## config.mk

```make
export PLATFORM = sky130hd
export DESIGN_NAME = pipeline_5_writeback
export DESIGN_NICKNAME = d
export VERILOG_FILES = /design/src/rtl/pipeline_pkg.sv /design/src/rtl/wb_load_fmt.sv /design/src/rtl/pipeline_5_writeback.sv
export SDC_FILE = /design/constraint.sdc
export NUM_CORES = 1
export LEC_CHECK = 0
export CAP_MARGIN = 15
export CORE_MARGIN = 3
export CORE_UTILIZATION = 39
export DETAILED_ROUTE_END_ITERATION = 16
export PLACE_DENSITY = 0.8
export SYNTH_ARGS = -nofsm -noshare
export SYNTH_HDL_FRONTEND = slang
export SYNTH_HIERARCHICAL = 1
export SYNTH_SLANG_ARGS = --single-unit
```

## constraint.sdc

```tcl
create_clock -name clk -period 1.57 [get_ports clk]
set_input_delay 0.157 -clock clk [delete_from_list [all_inputs] [get_ports clk]]
set_output_delay 0.157 -clock clk [all_outputs]
set_load 0.03 [all_outputs]
```

## src/rtl/pipeline_pkg.sv

```systemverilog
// Shared definitions for the writeback stage.
//   - default widths/timeout for pipeline_5_writeback
//   - writeback FSM state encoding
//   - load-format (ld_mode) encodings
package pipeline_pkg;

  localparam int DEF_DATA_W      = 16;
  localparam int DEF_REG_ADDR_W  = 3;
  localparam int DEF_MEM_TIMEOUT = 15;

  typedef enum logic [1:0] {
    ST_EMPTY = 2'd0,  // nothing held
    ST_HOLD  = 2'd1,  // non-load captured, writes this cycle
    ST_LOAD  = 2'd2   // load captured, waiting on mem_valid
  } wb_state_t;

  typedef enum logic [1:0] {
    LD_WORD     = 2'b00,
    LD_BYTE_ZX  = 2'b01,
    LD_BYTE_SX  = 2'b10,
    LD_WORD_ALT = 2'b11   // behaves as a word load
  } ld_mode_t;

endpackage

```

## src/rtl/wb_load_fmt.sv

```systemverilog
// Combinational load-data formatter.
//   mem_data : raw load response
//   ld_mode  : word / byte zero-extend / byte sign-extend
//   byte_sel : 0 low byte, 1 high byte (ignored when DATA_W <= 8)
//   fmt_data : formatted value, selected byte in [7:0]
module wb_load_fmt
  import pipeline_pkg::*;
#(
  parameter int DATA_W = DEF_DATA_W
) (
  input  logic [DATA_W-1:0] mem_data,
  input  ld_mode_t          ld_mode,
  input  logic              byte_sel,
  output logic [DATA_W-1:0] fmt_data
);

  // Work in at least 16 bits so narrow widths can share the byte-select
  // logic; bits that do not exist in mem_data read as zero.
  localparam int EW = (DATA_W < 16) ? 16 : DATA_W;

  logic [EW-1:0] ext;
  logic [7:0]    byt;
  logic          sign;
  logic [EW-1:0] byte_ext;

  assign ext = EW'(mem_data);

  always_comb begin
    byt = ext[7:0];
    if (DATA_W > 8 && byte_sel) byt = ext[15:8];
  end

  assign sign     = (ld_mode == LD_BYTE_SX) & byt[7];
  assign byte_ext = {{(EW-8){sign}}, byt};
  assign fmt_data = (ld_mode == LD_BYTE_ZX || ld_mode == LD_BYTE_SX)
                  ? byte_ext[DATA_W-1:0] : mem_data;

endmodule

```

## src/rtl/pipeline_5_writeback.sv

```systemverilog
// Pipeline writeback stage: captures one instruction, writes non-load
// results the next cycle, waits (bounded) on load data for loads.
// Optional macro WB_BYPASS_EN adds a one-cycle forwarding register.
// Ports:
//   clk, rst (sync, active-low)
//   in_valid/in_ready + in_* fields : upstream handshake and payload
//   mem_valid/mem_data              : load response (combinational use)
//   write/writenum/writeback_data   : register-file write port
//   busy, mem_err (sticky timeout)  : status
//   byp_valid/byp_num/byp_data      : previous-cycle write forwarding
module pipeline_5_writeback
  import pipeline_pkg::*;
#(
  parameter int DATA_W      = DEF_DATA_W,
  parameter int REG_ADDR_W  = DEF_REG_ADDR_W,
  parameter int MEM_TIMEOUT = DEF_MEM_TIMEOUT
) (
  input  logic                  clk,
  input  logic                  rst,
  input  logic                  in_valid,
  output logic                  in_ready,
  input  logic                  in_wr_en,
  input  logic [REG_ADDR_W-1:0] in_wr_num,
  input  logic                  in_is_load,
  input  logic [1:0]            in_ld_mode,
  input  logic                  in_byte_sel,
  input  logic [DATA_W-1:0]     in_result,
  input  logic                  mem_valid,
  input  logic [DATA_W-1:0]     mem_data,
  output logic [DATA_W-1:0]     writeback_data,
  output logic [REG_ADDR_W-1:0] writenum,
  output logic                  write,
  output logic                  busy,
  output logic                  mem_err,
  output logic                  byp_valid,
  output logic [REG_ADDR_W-1:0] byp_num,
  output logic [DATA_W-1:0]     byp_data
);

  // Wait count that triggers the timeout: MEM_TIMEOUT low cycles in LOAD.
  localparam logic [7:0] TO_CNT = 8'(MEM_TIMEOUT - 1);

  wb_state_t             state;
  logic                  cap_wr_en;
  logic [REG_ADDR_W-1:0] cap_wr_num;
  ld_mode_t              cap_ld_mode;
  logic                  cap_byte_sel;
  logic [DATA_W-1:0]     cap_result;
  logic [7:0]            wait_cnt;
  logic                  mem_err_q;
  logic [DATA_W-1:0]     fmt_data;

  logic xfer, load_done, timeout;

  assign in_ready  = (state != ST_LOAD) | mem_valid;
  assign xfer      = in_valid & in_ready;
  assign load_done = (state == ST_LOAD) & mem_valid;
  assign timeout   = (state == ST_LOAD) & ~mem_valid & (wait_cnt == TO_CNT);

  always_ff @(posedge clk) begin
    if (!rst) begin
      state        <= ST_EMPTY;
      cap_wr_en    <= 1'b0;
      cap_wr_num   <= '0;
      cap_ld_mode  <= LD_WORD;
      cap_byte_sel <= 1'b0;
      cap_result   <= '0;
      wait_cnt     <= '0;
      mem_err_q    <= 1'b0;
    end else begin
      if (timeout) mem_err_q <= 1'b1;

      if (xfer) begin
        cap_wr_en    <= in_wr_en;
        cap_wr_num   <= in_wr_num;
        cap_ld_mode  <= ld_mode_t'(in_ld_mode);
        cap_byte_sel <= in_byte_sel;
        cap_result   <= in_result;
        state        <= in_is_load ? ST_LOAD : ST_HOLD;
      end else if (state == ST_HOLD || load_done || timeout) begin
        state <= ST_EMPTY;
      end

      // xfer never coincides with a stalled LOAD, so the two are exclusive.
      if (xfer)                                wait_cnt <= '0;
      else if (state == ST_LOAD && !mem_valid) wait_cnt <= wait_cnt + 8'd1;
    end
  end

  wb_load_fmt #(.DATA_W(DATA_W)) u_fmt (
    .mem_data (mem_data),
    .ld_mode  (cap_ld_mode),
    .byte_sel (cap_byte_sel),
    .fmt_data (fmt_data)
  );

  // Gated by rst so a mem_valid arriving in the reset cycle never writes.
  assign write          = rst & cap_wr_en & ((state == ST_HOLD) | load_done);
  assign writenum       = cap_wr_num;
  assign writeback_data = (state == ST_LOAD) ? fmt_data : cap_result;
  assign busy           = (state != ST_EMPTY);
  assign mem_err        = mem_err_q;

`ifdef WB_BYPASS_EN
  logic                  byp_valid_q;
  logic [REG_ADDR_W-1:0] byp_num_q;
  logic [DATA_W-1:0]     byp_data_q;

  always_ff @(posedge clk) begin
    if (!rst) begin
      byp_valid_q <= 1'b0;
      byp_num_q   <= '0;
      byp_data_q  <= '0;
    end else begin
      byp_valid_q <= write;
      byp_num_q   <= writenum;
      byp_data_q  <= writeback_data;
    end
  end

  assign byp_valid = byp_valid_q;
  assign byp_num   = byp_num_q;
  assign byp_data  = byp_data_q;
`else
  assign byp_valid = 1'b0;
  assign byp_num   = '0;
  assign byp_data  = '0;
`endif

endmodule

```

### Yosys cells after proc, flatten, opt, wreduce, memory -nomap -nowiden

Index checks and enable logic that the tools add are counted.

| word-level totals | value |
|---|---|
| bits in registers | 34 |
| bits of input ports | 44 |
| output and inout bits | 43 |

| operators by class | value |
|---|---|
| bitwise logic cells | 11 |
| multiplexer cells | 6 |
| reduce and logical (&&, ||, !) cells | 8 |
| equality and inequality tests | 6 |
| $add $sub $neg | 1 |

Operators with widths:

| kind | number |
|---|---|
| $mux W16 | 2 |
| $add A8 B1 Y8 const B | 1 |
| $eq A8 B4 Y1 const B | 1 |
| $mux W8 | 1 |
| $and A1 B1 Y1 | 7 |
| $mux W2 | 3 |
| $eq A2 B1 Y1 const B | 2 |
| $eq A2 B2 Y1 const B | 2 |
| $reduce_bool A2 Y1 | 2 |
| $logic_or A1 B1 Y1 | 3 |
| $ne A2 B2 Y1 const B | 1 |
| $not A1 Y1 | 2 |
| $or A1 B1 Y1 | 2 |
| $reduce_or A2 Y1 | 1 |
| $logic_and A1 B1 Y1 | 1 |
| $logic_not A1 Y1 | 1 |

### Longest topological paths before layout

Gate-level depths: netlist (run 1).

| logic depth | value |
|---|---|
| depth after elaboration | 6 |
| mapped depth | 7 |
| depth with buffers taken out | 5 |

### Cells and area by module

Netlist (run 1), hierarchy kept.

Modules (own cells, without submodules):

| module | cells an instance | area an instance (um2) | times used | sequential area each (um2) |
|---|---|---|---|---|
| pipeline_5_writeback | 213 | 1,774.2 | 1 | 680.7 |
| wb_load_fmt | 33 | 279.0 | 1 | 0.0 |

### Least setup slack after synthesis (run 1)

Ideal clock, no wire load.

| timing | value |
|---|---|
| path kind | reg2out |
| start | register cap_ld_mode[0] |
| end | output port writeback_data[0] |
| slack | -0.239 ns |
| stages on the path, launching flop included | 8 |
| path buffers | 2 |
| data arrival time | 1.652 ns |
| path through | dfxtp_1 > inv_1 > ha_1 > buf_6 > nand2b_4 > buf_6 > mux2_4 > mux2_2 |

| between the ends | value |
|---|---|
| longest elaborated chain between the ends | 4 |
| elaborated cells between the ends (all ways) | 5 |

Ends and longest elaborated chain:

| item | line | text |
|---|---|---|
| start: declaration | pipeline_5_writeback.sv:46 | `ld_mode_t cap_ld_mode;` |
| start signal: assignment | pipeline_5_writeback.sv:76 | `cap_ld_mode <= ld_mode_t'(in_ld_mode);` |
| $eq A2 B1 Y1 or $eq A2 B2 Y1 (tied branches) | wb_load_fmt.sv:35 | `assign fmt_data = (ld_mode == LD_BYTE_ZX \|\| ld_mode == LD_BYTE_SX)` |
| $logic_or A1 B1 Y1 (*) | wb_load_fmt.sv:35 |  |
| $mux W16 (*) | wb_load_fmt.sv:36 | `? byte_ext[DATA_W-1:0] : mem_data;` |
| via fmt_data[0] | pipeline_5_writeback.sv:51 | `logic [DATA_W-1:0] fmt_data;` |
| $mux W16 (*) | pipeline_5_writeback.sv:100 | `assign writeback_data = (state == ST_LOAD) ? fmt_data : cap_result;` |
| end: declaration | pipeline_5_writeback.sv:30 | `output logic [DATA_W-1:0] writeback_data,` |

Mark *: on every way through the listed nets, which the timed path passes. The rest lies on a longest branch.

### Final worst setup path (run 1)

| timing | value |
|---|---|
| start | register cap_ld_mode[0] |
| end | output port writeback_data[3] |

Same word-level chain as after synthesis.

==> run_results.csv, run 1 <==
group,metric,value,unit
placement,dp_hpwl,4.39,mm
floorplanning,initial_utilization,41.8,%
logic_synthesis,yosysMostFrequentCell,"dfxtp_1",
logic_synthesis,postSynth.asyncResetShare,0,%
clock_network,cts_buffer_depth,2,
logic_synthesis,synth_ff_type,"dfxtp_1",
job,cap_viol_max_count,0,
placement,place_area,2880,µm²
timing,post-route-period-util,128,%
clock_network,postCtsHoldBufs,0,
floorplanning,io_pins,87,
placement,place_ws,-0.607,ns
pwr,leakage,1.32,nW
timing,hold_viol_final,0,
logic_synthesis,syn_area,2050,µm²
final_layout,filler_cell_count,391,
outcome,outcome,"complete, but fails checks",
worst_hold_path,hp-class,"in -> reg",
worst_setup_path,r2r_slack,0.03,ns
global_route,globalRoute.totalOverflow,0,
final_layout,register_area,684,µm²
final_layout,post_layout_nonfiller_instances,398,
logic_synthesis,yosys-top-cells-area,"dfxtp_1 33%, mux2_2 8.8%, o21ai_0 8.0%",
worst_setup_path,r2r_cells,6,
placement,place.gp.congestion,0.870,
final_layout,n_antenna_cell,0,
final_layout,layout.nets,377,
clock_network,cts_root_buf,"clkbuf_8",
worst_setup_path,worstPathRequired,1.41,ns
detailed_routing,drtPass1Iterations,4,
clock_network,clkTransAtPathRegs,0.07,ns
logic_synthesis,synth_top_area_share,33.2,%
logic_synthesis,syn_inst,246,
global_route,grt_antenna_before_repair,0,
worst_setup_path,crit_fanout,8,
logic_synthesis,syn_area_per_cell,8.35,µm²
logic_synthesis,ys_ff_latch,34,
logic_synthesis,ys.warnings.count,6,
global_route,grt_max_degree,30,
worst_setup_path,max_stage_delay,0.34,ns
worst_hold_path,hold_depth,3,
timing,setup_violations,16,
detailed_routing,detail-route-antenna-nets,0,
detailed_routing,vias,2092,
clock_network,clk_latency,0.29,ns
final_layout,final_cell_area,3180,µm²
clock_network,cts.sinks,34,
worst_setup_path,reg2reg_to,"wait_cnt[7]$_SDFFE_PP0P_",
floorplanning,fp.coreArea,4910,µm²
floorplanning,dieArea,6170,µm²
floorplanning,rows,25,
logic_synthesis,synth_top_area_cell,"dfxtp_1",
floorplanning,die_w,78.6,µm
worst_setup_path,path_class,"reg -> out",
global_route,grt_pass1_vias,1975,
detailed_routing,drc,0,
outcome,violations,"setup timing",
worst_hold_path,hold_end,"cap_ld_mode[0]$_SDFFE_PN0P_",
worst_setup_path,crit_path_frequent_cell,"mux2_4",
timing,max_freq,496,MHz
logic_synthesis,synth_edf_count,0,
logic_synthesis,synth_common_cells,"34 x dfxtp_1, 33 x o21ai_0, 30 x a21oi_1, 28 x nand3_1, 20 x buf_4",
logic_synthesis,synth-seq-area-share,33.2,%
clock_network,cts_tree,"built",
detailed_routing,vias_per_cell,5.26,
timing,maxSlewViolCount,0,
global_route,grt_pass1_wl,9.94,mm
timing,setup_ws,-0.447,ns
detailed_routing,drt_iter0_drc,185,
clock_network,cts_htree_levels,2,
final_layout,syn2layout_area_growth,54.7,%
placement,numPortBuffers,66,
placement,dp_cells,388,
final_layout,multiInputGateArea,1350,µm²
detailed_routing,drt-wirelength-per-cell,16.7,µm
final_layout,utilization,64.7,%
worst_setup_path,cpMaxStageDelayCell,"dfxtp_2",
floorplanning,die_y,78.6,µm
worst_setup_path,r2r-start,"state[0]$_SDFFE_PN0P_",
final_layout,drive_gt1_share,31.7,%
timing,timing.final.crit_period,2.02,ns
timing,rsz0062_at_grt,"yes",
timing,fin_skew,0.0104,ns
worst_setup_path,arrival,1.86,ns
worst_hold_path,hold_path.startpoint,"in_ld_mode[0]",
worst_setup_path,end_kind,"output pin",
detailed_routing,finalWirelength,6.66,mm
pwr,vdd_drop_max,0.487,mV
clock_network,cts_buffers,5,
pwr,pwr_density_cell,805,nW/µm²
worst_setup_path,setup.worst_path.start_class,"flop",
global_route,gr-usage-all-layers,20.4,%
worst_setup_path,cp_cell_sequence,"inv_2 > ha_4 > nand2b_4 > mux2_4 > mux2_4 > buf_6",
logic_synthesis,synth_cell_types,41,
report_power, final:
group	total, W	leakage [nW]	internal, W	switching [W]
sequential	0.000935	0.280	0.000907	0.0000274
clock	0.000671	0.0482	0.000354	0.000317
combinational	0.000951	0.990	0.000467	0.000484
metal layers:
metal | global-route usage, % | wire length (µm)
met3 | 4.59 | 554
met2 | 35.7 | 3340
met5 | 0 | 0
met1 | 25.3 | 2680
met4 | 5.07 | 89
critical path, delay by kind of cell, from the launching register on:
family	cells	cell delay (ns)
buf+inv	2	0.19
fa+ha+maj	1	0.26
flops	1	0.34
simple gates	1	0.21
mux	2	0.58
timing repair:
item	in CTS	in global routing
resized for setup	99	14
buffers inserted	1	1
setup endpoints to repair	18	24
pin swaps	6	6
cell usage in the layout, fill, tap and decap left out, types with 5 or more instances in the layout:
cell type,netlist,layout
conb_1,1,20
nand3_1,28,28
buf_4,20,24
nor2_1,5,5
buf_6,2,19
o21ai_0,33,26
clkdlybuf4s50_1,0,47
nand2_1,15,14
mux2_4,8,24
a21oi_1,30,29
clkbuf_8,0,6
dfxtp_1,34,31
o21ai_2,0,7
through the flow:
step	total power [W]	setup TNS [ns]	hold WS, ns
2_1_floorplan	0.00146	-1.65	0.249
3_3_place_gp	0.00176	-6.57	0.457
3_5_place_dp	0.00178	-7.27	0.465
4_1_cts	0.00253	-6.15	0.414
5_1_grt	0.00266	-7.34	0.446
6_report	0.00256	-6.38	0.425
sequential cells by signal (all words and copies together) (netlist names):
register,count
mem_err,1
cap_ld_mode,2
cap_wr_en,1
cap_byte_sel,1
cap_result,16
writenum,3
state,2
wait_cnt,8
cell families (layout without fill, tap and decap cells):
logic type | count (synthesis) | count (layout) | share of synthesized area [%]
buffers and inverters | 43 | 109 | 12.7
AO/OA/AOI/OAI | 72 | 72 | 18.7
flip-flops | 34 | 34 | 33.2
multiplexers | 27 | 27 | 16.1
XOR/XNOR | 1 | 1 | 0.427
other | 1 | 20 | 0.183
AND/OR/NAND/NOR | 65 | 65 | 16.9
adder cells (fa/ha/maj) | 3 | 3 | 1.83
worst max-delay path by stage:
stage	startpoint	end	slack, ns	depth (start not counted)
finish	cap_ld_mode[0]$_SDFFE_PN0P_	writeback_data[3]	-0.45	6
global route	cap_ld_mode[0]$_SDFFE_PN0P_	writeback_data[3]	-0.51	6
CTS	cap_ld_mode[0]$_SDFFE_PN0P_	writeback_data[1]	-0.45	6
global placement	cap_ld_mode[0]$_SDFFE_PN0P_	writeback_data[6]	-0.57	6
detailed placement	cap_ld_mode[0]$_SDFFE_PN0P_	writeback_data[6]	-0.61	6
floorplan	cap_ld_mode[0]$_SDFFE_PN0P_	writeback_data[0]	-0.19	7
area by class of cell:
class | count | area share [%]
multi-input cells | 188 | 42.5
repair buffers | 95 | 29.7
flip-flops and latches | 34 | 21.6
clock buffers | 7 | 2.72
well taps | 67 | 2.64
inverters | 6 | 0.709
clock inverters | 1 | 0.158
Power figures use the tool's default switching activity.
==> inputs of run 2 (changes only) <==
Settings changed: CORE_UTILIZATION 39 to 40, CTS_BUF_LIST set to sky130_fd_sc_hd__clkbuf_8, PLACE_DENSITY 0.8 to 0.82, RECOVER_POWER set to 50, TNS_END_PERCENT set to 1.
==> run_results.csv, run 2 (synthesized netlist as in run 1, its figures left out) <==
group,metric,value,unit
detailed_routing,drc,0,
floorplanning,die_y,77.6,µm
clock_network,postCtsHoldBufs,0,
floorplanning,dieArea,6030,µm²
global_route,gr-usage-all-layers,18.7,%
floorplanning,rows,25,
outcome,outcome,"complete, but fails checks",
placement,place_ws,-0.615,ns
placement,place.gp.congestion,0.863,
final_layout,largest_register_ffs,16,
final_layout,layout.nets,374,
clock_network,cts_root_buf,"clkbuf_8",
pwr,pwr_density_cell,812,nW/µm²
pwr,finalPower,0.00242,W
global_route,grt_antenna_before_repair,0,
pwr,vdd_drop_max,0.570,mV
clock_network,cts_buffers,5,
timing,rsz0062_at_grt,"yes",
worst_setup_path,end_kind,"output pin",
outcome,violations,"setup timing",
clock_network,cts_buffer_depth,2,
timing,setup_violations,24,
worst_setup_path,worstPathRequired,1.41,ns
pwr,leakage,1.25,nW
final_layout,top_register,"cap_result",
detailed_routing,vias_per_cell,5.06,
placement,numPortBuffers,66,
worst_hold_path,hold_depth,3,
timing,timing.final.crit_period,2.00,ns
worst_setup_path,max_stage_delay,0.33,ns
worst_setup_path,r2r-start,"state[0]$_SDFFE_PN0P_",
worst_setup_path,crit_path_frequent_cell,"mux2_4",
global_route,globalRoute.totalOverflow,0,
final_layout,layout_common_cells,"46 x clkdlybuf4s50_1, 33 x dfxtp_1, 30 x a21oi_1, 30 x o21ai_0, 29 x buf_4",
global_route,grt_max_degree,30,
final_layout,final_common_cell,"clkdlybuf4s50_1",
worst_setup_path,path_class,"reg -> out",
worst_setup_path,setup.worst_path.start_class,"flop",
timing,hold_viol_final,0,
detailed_routing,finalWirelength,5.82,mm
detailed_routing,detail-route-antenna-nets,0,
final_layout,n_antenna_cell,0,
floorplanning,fp.coreArea,4850,µm²
timing,tns,-6.67,ns
detailed_routing,drt_iter0_drc,77,
floorplanning,io_pins,87,
job,cap_viol_max_count,0,
worst_setup_path,cpMaxStageDelayCell,"dfxtp_2",
worst_setup_path,cp_cell_sequence,"inv_2 > ha_4 > nand2b_4 > mux2_4 > mux2_4 > buf_6",
final_layout,syn2layout_area_growth,45.3,%
clock_network,clk_latency,0.28,ns
clock_network,clkTransAtPathRegs,0.07,ns
final_layout,post_layout_nonfiller_instances,395,
clock_network,cts_tree,"built",
worst_setup_path,r2r_cells,6,
global_route,grt_pass1_wl,9.07,mm
floorplanning,initial_utilization,42.3,%
timing,post-route-period-util,127,%
timing,fin_skew,0.00408,ns
clock_network,cts.sinks,34,
timing,max_freq,500,MHz
clock_network,cts_htree_levels,2,
final_layout,drive_gt1_share,26.5,%
timing,worst_hold_slack,0.438,ns
worst_hold_path,hp-class,"in -> reg",
detailed_routing,drt-wirelength-per-cell,14.7,µm
worst_setup_path,crit_fanout,8,
timing,maxSlewViolCount,0,
detailed_routing,vias,1999,
detailed_routing,drtPass1Iterations,4,
clock_network,post_cts_buffers,0,
placement,dp_hpwl,4.23,mm
worst_setup_path,critPathLaunch,"cap_ld_mode[0]$_SDFFE_PN0P_",
worst_setup_path,arrival,1.84,ns
floorplanning,die_w,77.6,µm
placement,dp_cells,387,
worst_hold_path,hold_path.startpoint,"in_result[14]",
timing,setup_ws,-0.431,ns
global_route,grt_pass1_vias,1963,
run 2: changes by cell type in the layout (fill, tap and decap cells not counted), moves of 5 or more:
cell     previous run  this run
buf_4              24        29
mux2_4             24        16
buf_6              19         9
o21ai_2             7         0
mux2_2              0         8
run 2: worst paths after layout:
check | endpoint | slack, ns
setup / recovery | writeback_data[6] | -0.43
hold / removal | cap_result[14]$_SDFFE_PN0P_ | 0.44
setup reg to reg | wait_cnt[6]$_SDFFE_PP0P_ | -0.06
hold reg to reg | cap_result[12]$_SDFFE_PN0P_ | 0.48
run 2: timing repair:
item	in CTS	in global routing
pin swaps	1	0
setup endpoints to repair	19	22
cloned	0	0
resized for setup	69	4
run 2: worst max-delay path, delay by kind of cell (launching register included):
kind / cells / cell delay (ns)
multiplexers: 2 / 0.58
flip-flops: 1 / 0.33
adder cells (fa/ha/maj): 1 / 0.25
AND/OR/NAND/NOR: 1 / 0.21
buffers and inverters: 2 / 0.18
run 2: per-stage QoR:
stage | cell area (µm²) | utilization [%]
floorplan | 2160 | -
global placement | 2860 | 59.0
detailed placement | 2860 | 59.0
CTS | 2990 | 61.7
global route | 2980 | 61.5
finish | 2980 | 61.5
run 2: area by class of cell:
class,instances,area [µm²]
fillers,432,1870
multi-input cells,188,1240
repair buffers,92,862
flip-flops and latches,34,682
well taps,67,83.8
clock buffers,6,82.6
inverters,6,22.5
clock inverters,2,8.76
run 2: routing by layer:
metal | wire length (µm) | GRT usage [%]
met5 | 0 | 0
met1 | 2450 | 22.5
met3 | 334 | 3.94
met2 | 2950 | 32.6
met4 | 86 | 6.94
run 2: power by group:
group / internal (W) / leakage, nW / total (W) / switching [W]
logic: 0.000396 / 0.915 / 0.000831 / 0.000435
registers: 0.000907 / 0.279 / 0.000931 / 0.0000246
clock network: 0.000347 / 0.0524 / 0.000660 / 0.000313
